$ cat src/rtl/decode.sv
// LC-3 decode stage: registers the fetched instruction and npc and produces registered
// control words for execute, memory and writeback; one-clock latency, flush wins over capture.
module decode #(
  parameter logic [15:0] NOP_INSTR = 16'h0000
) (
  input  logic        clk,
  input  logic        rst,
  input  logic        enable_decode,
  input  logic        flush,
  input  logic [15:0] dout,
  input  logic [15:0] npc_in,
  output logic [15:0] IR,
  output logic [15:0] npc_out,
  output logic [5:0]  E_Control,
  output logic [1:0]  W_Control,
  output logic        Mem_Control,
  output logic        illegal,
  output logic        de_valid
);

  localparam logic [3:0] OP_BR  = 4'b0000;
  localparam logic [3:0] OP_ADD = 4'b0001;
  localparam logic [3:0] OP_LD  = 4'b0010;
  localparam logic [3:0] OP_ST  = 4'b0011;
  localparam logic [3:0] OP_AND = 4'b0101;
  localparam logic [3:0] OP_LDR = 4'b0110;
  localparam logic [3:0] OP_STR = 4'b0111;
  localparam logic [3:0] OP_NOT = 4'b1001;
  localparam logic [3:0] OP_LDI = 4'b1010;
  localparam logic [3:0] OP_STI = 4'b1011;
  localparam logic [3:0] OP_JMP = 4'b1100;
  localparam logic [3:0] OP_LEA = 4'b1110;

  logic [3:0] op;
  logic [1:0] alu;
  logic [1:0] pcsel1;
  logic       pcsel2;
  logic       op2sel;
  logic [1:0] wsel;
  logic       mem;
  logic       bad_op;

  assign op = dout[15:12];

  // Address-forming ops pick offset source in pcsel1 and base (npc vs BaseR) in pcsel2.
  always_comb begin
    alu    = 2'b00;
    pcsel1 = 2'b00;
    pcsel2 = 1'b0;
    op2sel = 1'b0;
    wsel   = 2'b00;
    mem    = 1'b0;
    bad_op = 1'b0;
    case (op)
      OP_ADD: op2sel = ~dout[5];
      OP_AND: begin alu = 2'b01; op2sel = ~dout[5]; end
      OP_NOT: begin alu = 2'b10; op2sel = 1'b1; end
      OP_BR:  begin pcsel1 = 2'b01; pcsel2 = 1'b1; end
      OP_JMP: pcsel1 = 2'b11;
      OP_LD:  begin pcsel1 = 2'b01; pcsel2 = 1'b1; wsel = 2'b01; end
      OP_LDR: begin pcsel1 = 2'b10; wsel = 2'b01; end
      OP_LDI: begin pcsel1 = 2'b01; pcsel2 = 1'b1; wsel = 2'b01; mem = 1'b1; end
      OP_LEA: begin pcsel1 = 2'b01; pcsel2 = 1'b1; wsel = 2'b10; end
      OP_ST:  begin pcsel1 = 2'b01; pcsel2 = 1'b1; end
      OP_STR: pcsel1 = 2'b10;
      OP_STI: begin pcsel1 = 2'b01; pcsel2 = 1'b1; mem = 1'b1; end
      default: bad_op = 1'b1;
    endcase
  end

  always_ff @(posedge clk or negedge rst) begin
    if (!rst) begin
      IR          <= NOP_INSTR;
      npc_out     <= 16'h0000;
      E_Control   <= 6'b0;
      W_Control   <= 2'b00;
      Mem_Control <= 1'b0;
      illegal     <= 1'b0;
      de_valid    <= 1'b0;
    end else if (flush) begin
      // npc_out deliberately keeps its last value across a flush.
      IR          <= NOP_INSTR;
      E_Control   <= 6'b0;
      W_Control   <= 2'b00;
      Mem_Control <= 1'b0;
      illegal     <= 1'b0;
      de_valid    <= 1'b0;
    end else if (enable_decode) begin
      IR          <= dout;
      npc_out     <= npc_in;
      E_Control   <= {alu, pcsel1, pcsel2, op2sel};
      W_Control   <= wsel;
      Mem_Control <= mem;
      illegal     <= bad_op;
      de_valid    <= 1'b1;
    end else begin
      de_valid    <= 1'b0;
    end
  end

endmodule

$ cat config.mk
export PLATFORM = sky130hd
export DESIGN_NAME = decode
export DESIGN_NICKNAME = d
export VERILOG_FILES = /design/src/rtl/decode.sv
export SDC_FILE = /design/constraint.sdc
export NUM_CORES = 1
export LEC_CHECK = 0
export BUFFER_PORTS_ARGS = -buffer_cell sky130_fd_sc_hd__buf_2
export CAP_MARGIN = 10
export CORE_ASPECT_RATIO = 2
export CORE_MARGIN = 3
export CORE_UTILIZATION = 45
export CTS_BUF_LIST = sky130_fd_sc_hd__clkbuf_4
export DETAILED_ROUTE_END_ITERATION = 6
export GPL_TIMING_DRIVEN = 1
export HOLD_SLACK_MARGIN = 0.1
export PLACE_DENSITY = 0.76
export SYNTH_ARGS = -nofsm -noshare
export SYNTH_HDL_FRONTEND = slang
export SYNTH_SLANG_ARGS = --single-unit
$ cat constraint.sdc
create_clock -name clk -period 0.9 [get_ports clk]
set_input_delay 0.045 -clock clk [delete_from_list [all_inputs] [get_ports clk]]
set_output_delay 0.045 -clock clk [all_outputs]
set_load 0.01 [all_outputs]
==> report_table.html <==
<table>
<tr><th>Metric</th><th>Value</th></tr>
<tr><th colspan="2">Run status</th></tr>
<tr><td>Run status</td><td>finished, violations left</td></tr>
<tr><td>Violated checks</td><td>setup timing</td></tr>
<tr><th colspan="2">Finish</th></tr>
<tr><td>Fillers</td><td>roughly 230</td></tr>
<tr><td>Utilization of the core after routing</td><td>approximately four fifths</td></tr>
<tr><td>Layout cell share with drive strength beyond 1</td><td>a little over 50%</td></tr>
<tr><td>Signed area change from the synthesized netlist to the final layout</td><td>67.9%</td></tr>
<tr><td>Net count, final</td><td>319</td></tr>
<tr><td>Most frequent cells in the layout</td><td>sky130_fd_sc_hd__buf_2, sky130_fd_sc_hd__dfrtp_1, sky130_fd_sc_hd__dlygate4sd3_1</td></tr>
<tr><td>Non-Filler Cell Area, Final</td><td>roughly 0.003 mm²</td></tr>
<tr><td>Total inserted antenna cells</td><td>0</td></tr>
<tr><td>Most common cell after layout, fill and taps aside</td><td>sky130_fd_sc_hd__buf_2</td></tr>
<tr><th colspan="2">Worst setup path</th></tr>
<tr><td>Category of cells accounting for the largest share of critical-path delay</td><td>flip-flops</td></tr>
<tr><td>Peak per-stage delay on the critical path</td><td>about 0.42 ns</td></tr>
<tr><td>Biggest fanout along the worst timing path</td><td>2</td></tr>
<tr><td>Path length in cells of the critical path</td><td>1</td></tr>
<tr><td>Kind of capture point of the worst setup path</td><td>primary output</td></tr>
<tr><td>Data required, critical path</td><td>~0.85 ns</td></tr>
<tr><td>Arrival time worst endpoint</td><td>0.94 ns</td></tr>
<tr><td>Slowest cell on the critical path</td><td>sky130_fd_sc_hd__dfrtp_1</td></tr>
<tr><td>Endpoint of the most critical register-to-register path</td><td>npc_out[13]$_DFFE_PN0P_</td></tr>
<tr><td>R2R setup slack</td><td>-0.01 ns</td></tr>
<tr><td>Cell-by-cell listing of the critical path</td><td>buf_2</td></tr>
<tr><td>Critical path start-end classification</td><td>reg2out</td></tr>
<tr><td>Launch instance of the worst register-to-register path</td><td>npc_out[13]$_DFFE_PN0P_</td></tr>
<tr><td>Bufs and invs on worst path</td><td>1</td></tr>
<tr><td>Logic depth of the worst register-to-register path</td><td>2</td></tr>
<tr><td>Worst setup SP type</td><td>flip-flop</td></tr>
<tr><th colspan="2">Hold path</th></tr>
<tr><td>Hold EP</td><td>E_Control[1]$_DFFE_PN0P_</td></tr>
<tr><td>HP Class</td><td>in2reg</td></tr>
<tr><td>Worst hold path cell count</td><td>4</td></tr>
<tr><td>Hold Startpoint</td><td>dout[12]</td></tr>
<tr><th colspan="2">Route</th></tr>
<tr><td>Number of iterations in the first detailed-routing pass</td><td>4</td></tr>
<tr><td>Sum of routed wire length over all layers</td><td>around 5600 µm</td></tr>
<tr><td>DRC violation count after routing</td><td>0</td></tr>
<tr><td>Routed wirelength normalized by instance count</td><td>16.6 µm</td></tr>
<tr><td>Via count</td><td>approximately 1,700</td></tr>
<tr><td>1st-iter DRT viols</td><td>16</td></tr>
<tr><td>Final ANT Viol Nets</td><td>0</td></tr>
<tr><td>Via density</td><td>4.95</td></tr>
<tr><th colspan="2">Floorplanning</th></tr>
<tr><td>DIE HEIGHT</td><td>96.4 µm</td></tr>
<tr><td>Starting Density</td><td>47.4%</td></tr>
<tr><td>Floorplan row count</td><td>32</td></tr>
<tr><td>Horizontal die dimension</td><td>between 50 and 60 µm</td></tr>
<tr><td>Number of top-level pins</td><td>79</td></tr>
<tr><td>Core area</td><td>~0.004 mm²</td></tr>
<tr><td>Area enclosed by the die boundary</td><td>0.00494 mm²</td></tr>
<tr><th colspan="2">Timing</th></tr>
<tr><td>Share of the clock period used by the worst path</td><td>109%</td></tr>
<tr><td>Final Worst Setup Slack</td><td>-0.0842 ns</td></tr>
<tr><td>Count of pins over their slew limit</td><td>0</td></tr>
<tr><td>Fmax</td><td>1.02 GHz</td></tr>
<tr><td>Worst clock skew</td><td>0 ns</td></tr>
<tr><td>Setup repair after global routing missed its margin</td><td>true</td></tr>
<tr><td>Remaining max-slew budget at the tightest pin</td><td>roughly 74%</td></tr>
<tr><td>Final period demand of the worst path</td><td>about 0.98 ns</td></tr>
<tr><td>Pin slew with the least headroom to its limit</td><td>approximately 0.39 ns</td></tr>
<tr><td>Hold Fails Final Rpt</td><td>0</td></tr>
<tr><td>Final setup viols</td><td>47</td></tr>
<tr><th colspan="2">Logic synthesis</th></tr>
<tr><td>Main synth FF type</td><td>sky130_fd_sc_hd__dfrtp_1</td></tr>
<tr><td>Nets in the synthesized netlist</td><td>~170</td></tr>
<tr><td>Fraction of registers with async set or reset after synthesis</td><td>100%</td></tr>
<tr><td>Yosys warning count</td><td>0</td></tr>
<tr><td>Combined area of all synthesized cells</td><td>about 0.0018 mm²</td></tr>
<tr><td>Average instance area after synthesis</td><td>13.4 µm²</td></tr>
<tr><td>FF+latch count, synth</td><td>between 40 and 50</td></tr>
<tr><td>Number of instances in the synthesized netlist</td><td>approximately 140</td></tr>
<tr><td>Top-area cell type share of the netlist area</td><td>58.5%</td></tr>
<tr><td>Cell variety after synth</td><td>27</td></tr>
<tr><td>Main area contributors after synthesis</td><td>sky130_fd_sc_hd__dfrtp_1, sky130_fd_sc_hd__mux2_4, sky130_fd_sc_hd__mux2i_1</td></tr>
<tr><td>Cell taking the most area after synthesis</td><td>sky130_fd_sc_hd__dfrtp_1</td></tr>
<tr><td>Number of synthesized flops with an enable pin</td><td>0</td></tr>
<tr><td>Sequential element share of the synthesized area</td><td>about three fifths</td></tr>
<tr><th colspan="2">Global route</th></tr>
<tr><td>Total Routing Usage GR</td><td>roughly 22%</td></tr>
<tr><td>Pin count of the biggest net entering global routing</td><td>21</td></tr>
<tr><td>Leftover overflow at the end of global routing</td><td>0</td></tr>
<tr><td>Number of global-route vias before repair</td><td>approximately 1,700</td></tr>
<tr><td>Antenna violations before repair</td><td>0</td></tr>
<tr><td>Global-route wire length before repair</td><td>8240 µm</td></tr>
<tr><th colspan="2">Pwr</th></tr>
<tr><td>P_sw</td><td>1.27 mW</td></tr>
<tr><td>Internal Pwr Total</td><td>between 3 and 4 mW</td></tr>
<tr><td>Relative contribution of combinational cells to total power</td><td>between 20 and 30%</td></tr>
<tr><td>Leakage component of the power</td><td>between 1.5 and 2 nW</td></tr>
<tr><td>Switching share of total power</td><td>around 29%</td></tr>
<tr><td>Sequential fraction of design power</td><td>49.7%</td></tr>
<tr><td>Worst VDD drop</td><td>between 1 and 1.5 mV</td></tr>
<tr><td>Clock share of power</td><td>22.9%</td></tr>
<tr><td>PD cells</td><td>between 1000 and 1500 mW/mm²</td></tr>
<tr><th colspan="2">Clock network</th></tr>
<tr><td>Clock Path Buffers</td><td>2</td></tr>
<tr><td>Deepest level of the CTS H-tree</td><td>2</td></tr>
<tr><td>CTS root buffer</td><td>sky130_fd_sc_hd__clkbuf_4</td></tr>
<tr><td>Clock buffers created by TritonCTS</td><td>5</td></tr>
<tr><td>Worst-Skew Late Latency</td><td>around 0.37 ns</td></tr>
<tr><td>TritonCTS clock tree</td><td>yes</td></tr>
<tr><td>Reg clk slew, reported paths</td><td>around 0.15 ns</td></tr>
<tr><td>Number of clock sinks</td><td>between 40 and 50</td></tr>
<tr><th colspan="2">Place</th></tr>
<tr><td>Total half-perimeter wirelength after legalization and detailed placement</td><td>about 3200 µm</td></tr>
<tr><td>Area after detailed placement</td><td>between 0.002 and 0.0025 mm²</td></tr>
<tr><td>GP Congestion</td><td>0.727</td></tr>
<tr><td>Port-buffer cells</td><td>just under 80</td></tr>
<tr><th colspan="2">Job</th></tr>
<tr><td>Max-capacitance violation count</td><td>0</td></tr>
</table>
[flip-flops by register name, indices dropped and copies added, names as in the netlist]
| signal | count |
|---|---|
| IR | 16 |
| npc_out | 16 |
| E_Control | 6 |
| W_Control | 2 |
| Mem_Control | 1 |
| de_valid | 1 |
| illegal | 1 |
[worst max path at each step]
stage / from / to / slack [ns]
after floorplan: enable_decode / npc_out[10]$_DFFE_PN0P_ / 0.01
after global placement: flush / npc_out[9]$_DFFE_PN0P_ / -0.12
after detailed placement: flush / npc_out[3]$_DFFE_PN0P_ / -0.15
after CTS: IR[14]$_DFFE_PN0P_ / IR[14] / -0.10
after global routing: IR[14]$_DFFE_PN0P_ / IR[14] / -0.14
final: E_Control[4]$_DFFE_PN0P_ / E_Control[4] / -0.08
[synth_stat cells, types with 3 or more instances]
cell type / count
sky130_fd_sc_hd__inv_1: 3
sky130_fd_sc_hd__mux2i_1: 17
sky130_fd_sc_hd__nand2_1: 4
sky130_fd_sc_hd__buf_2: 3
sky130_fd_sc_hd__a21oi_1: 3
sky130_fd_sc_hd__nand2b_1: 3
sky130_fd_sc_hd__nor2_1: 17
sky130_fd_sc_hd__mux2_4: 15
sky130_fd_sc_hd__buf_6: 3
sky130_fd_sc_hd__dfrtp_1: 43
sky130_fd_sc_hd__a32o_1: 3
sky130_fd_sc_hd__a22o_1: 3
[worst register-to-register path, stage by stage (launching register included)]
cell and delay, ns:
sky130_fd_sc_hd__dfrtp_1 0.44, sky130_fd_sc_hd__buf_6 0.13, sky130_fd_sc_hd__mux2_4 0.25
[power by group through the flow]
stage	clock network (mW)	logic [mW]	registers [mW]
finish	1.01	1.22	2.20
global route	1.14	1.30	2.22
CTS	1.05	1.10	2.18
detailed placement	0	0.845	2.22
global placement	0	0.819	2.22
floorplan	0	0.361	2.30
[through the flow]
stage / std cells / total power [mW] / hold slack [ns] / worst slack (ns) / setup TNS [ns]
2_1_floorplan: 137 / 2.66 / -0.251 / 0.0136 / 0
3_3_place_gp: 270 / 3.04 / -0.0286 / -0.122 / -1.91
3_5_place_dp: 270 / 3.06 / -0.0205 / -0.153 / -2.43
4_1_cts: 329 / 4.33 / 0.104 / -0.103 / -3.09
5_1_grt: 335 / 4.66 / 0.110 / -0.136 / -4.83
6_report: 335 / 4.44 / 0.0966 / -0.0842 / -2.62
[layout make-up]
| cell class | instances | area [µm²] | area share [%] |
|---|---|---|---|
| Clock buffer | 5 | 37.5 | 1.21 |
| Clock inverter | 3 | 26.3 | 0.850 |
| Inverter | 3 | 11.3 | 0.364 |
| Multi-Input combinational cell | 81 | 703 | 22.8 |
| Sequential cell | 43 | 1080 | 34.8 |
| Tap cell | 51 | 63.8 | 2.06 |
| Timing Repair Buffer | 149 | 1170 | 37.9 |
[timing repair]
action	4_1_cts	5_1_grt
endpoints found under the hold margin	81	4
buffers inserted	15	6
resized for setup	1	24
hold buffers	36	2
pin swaps	0	2
setup endpoints to repair	43	62
[kinds of logic after synthesis]
group / synth area share (%)
muxes: 22.1
xor gates and xnor gates: 0.476
and+or+nand+nor: 8.70
DFF: 58.5
AOI/OAI and AO/OA: 5.78
buffers and inverters: 4.49
[per-layer routing]
| metal | up-vias | track usage (%) | share of wire (%) |
|---|---|---|---|
| met2 | 70 | 42.7 | 57 |
| met1 | 811 | 24.2 | 35 |
| li1 | 770 | - | - |
| met4 | 0 | 5.91 | 1.4 |
| met5 | - | 0 | 0 |
| met3 | 8 | 5.38 | 6.7 |
No activity file was read; power rests on OpenSTA's default activity.
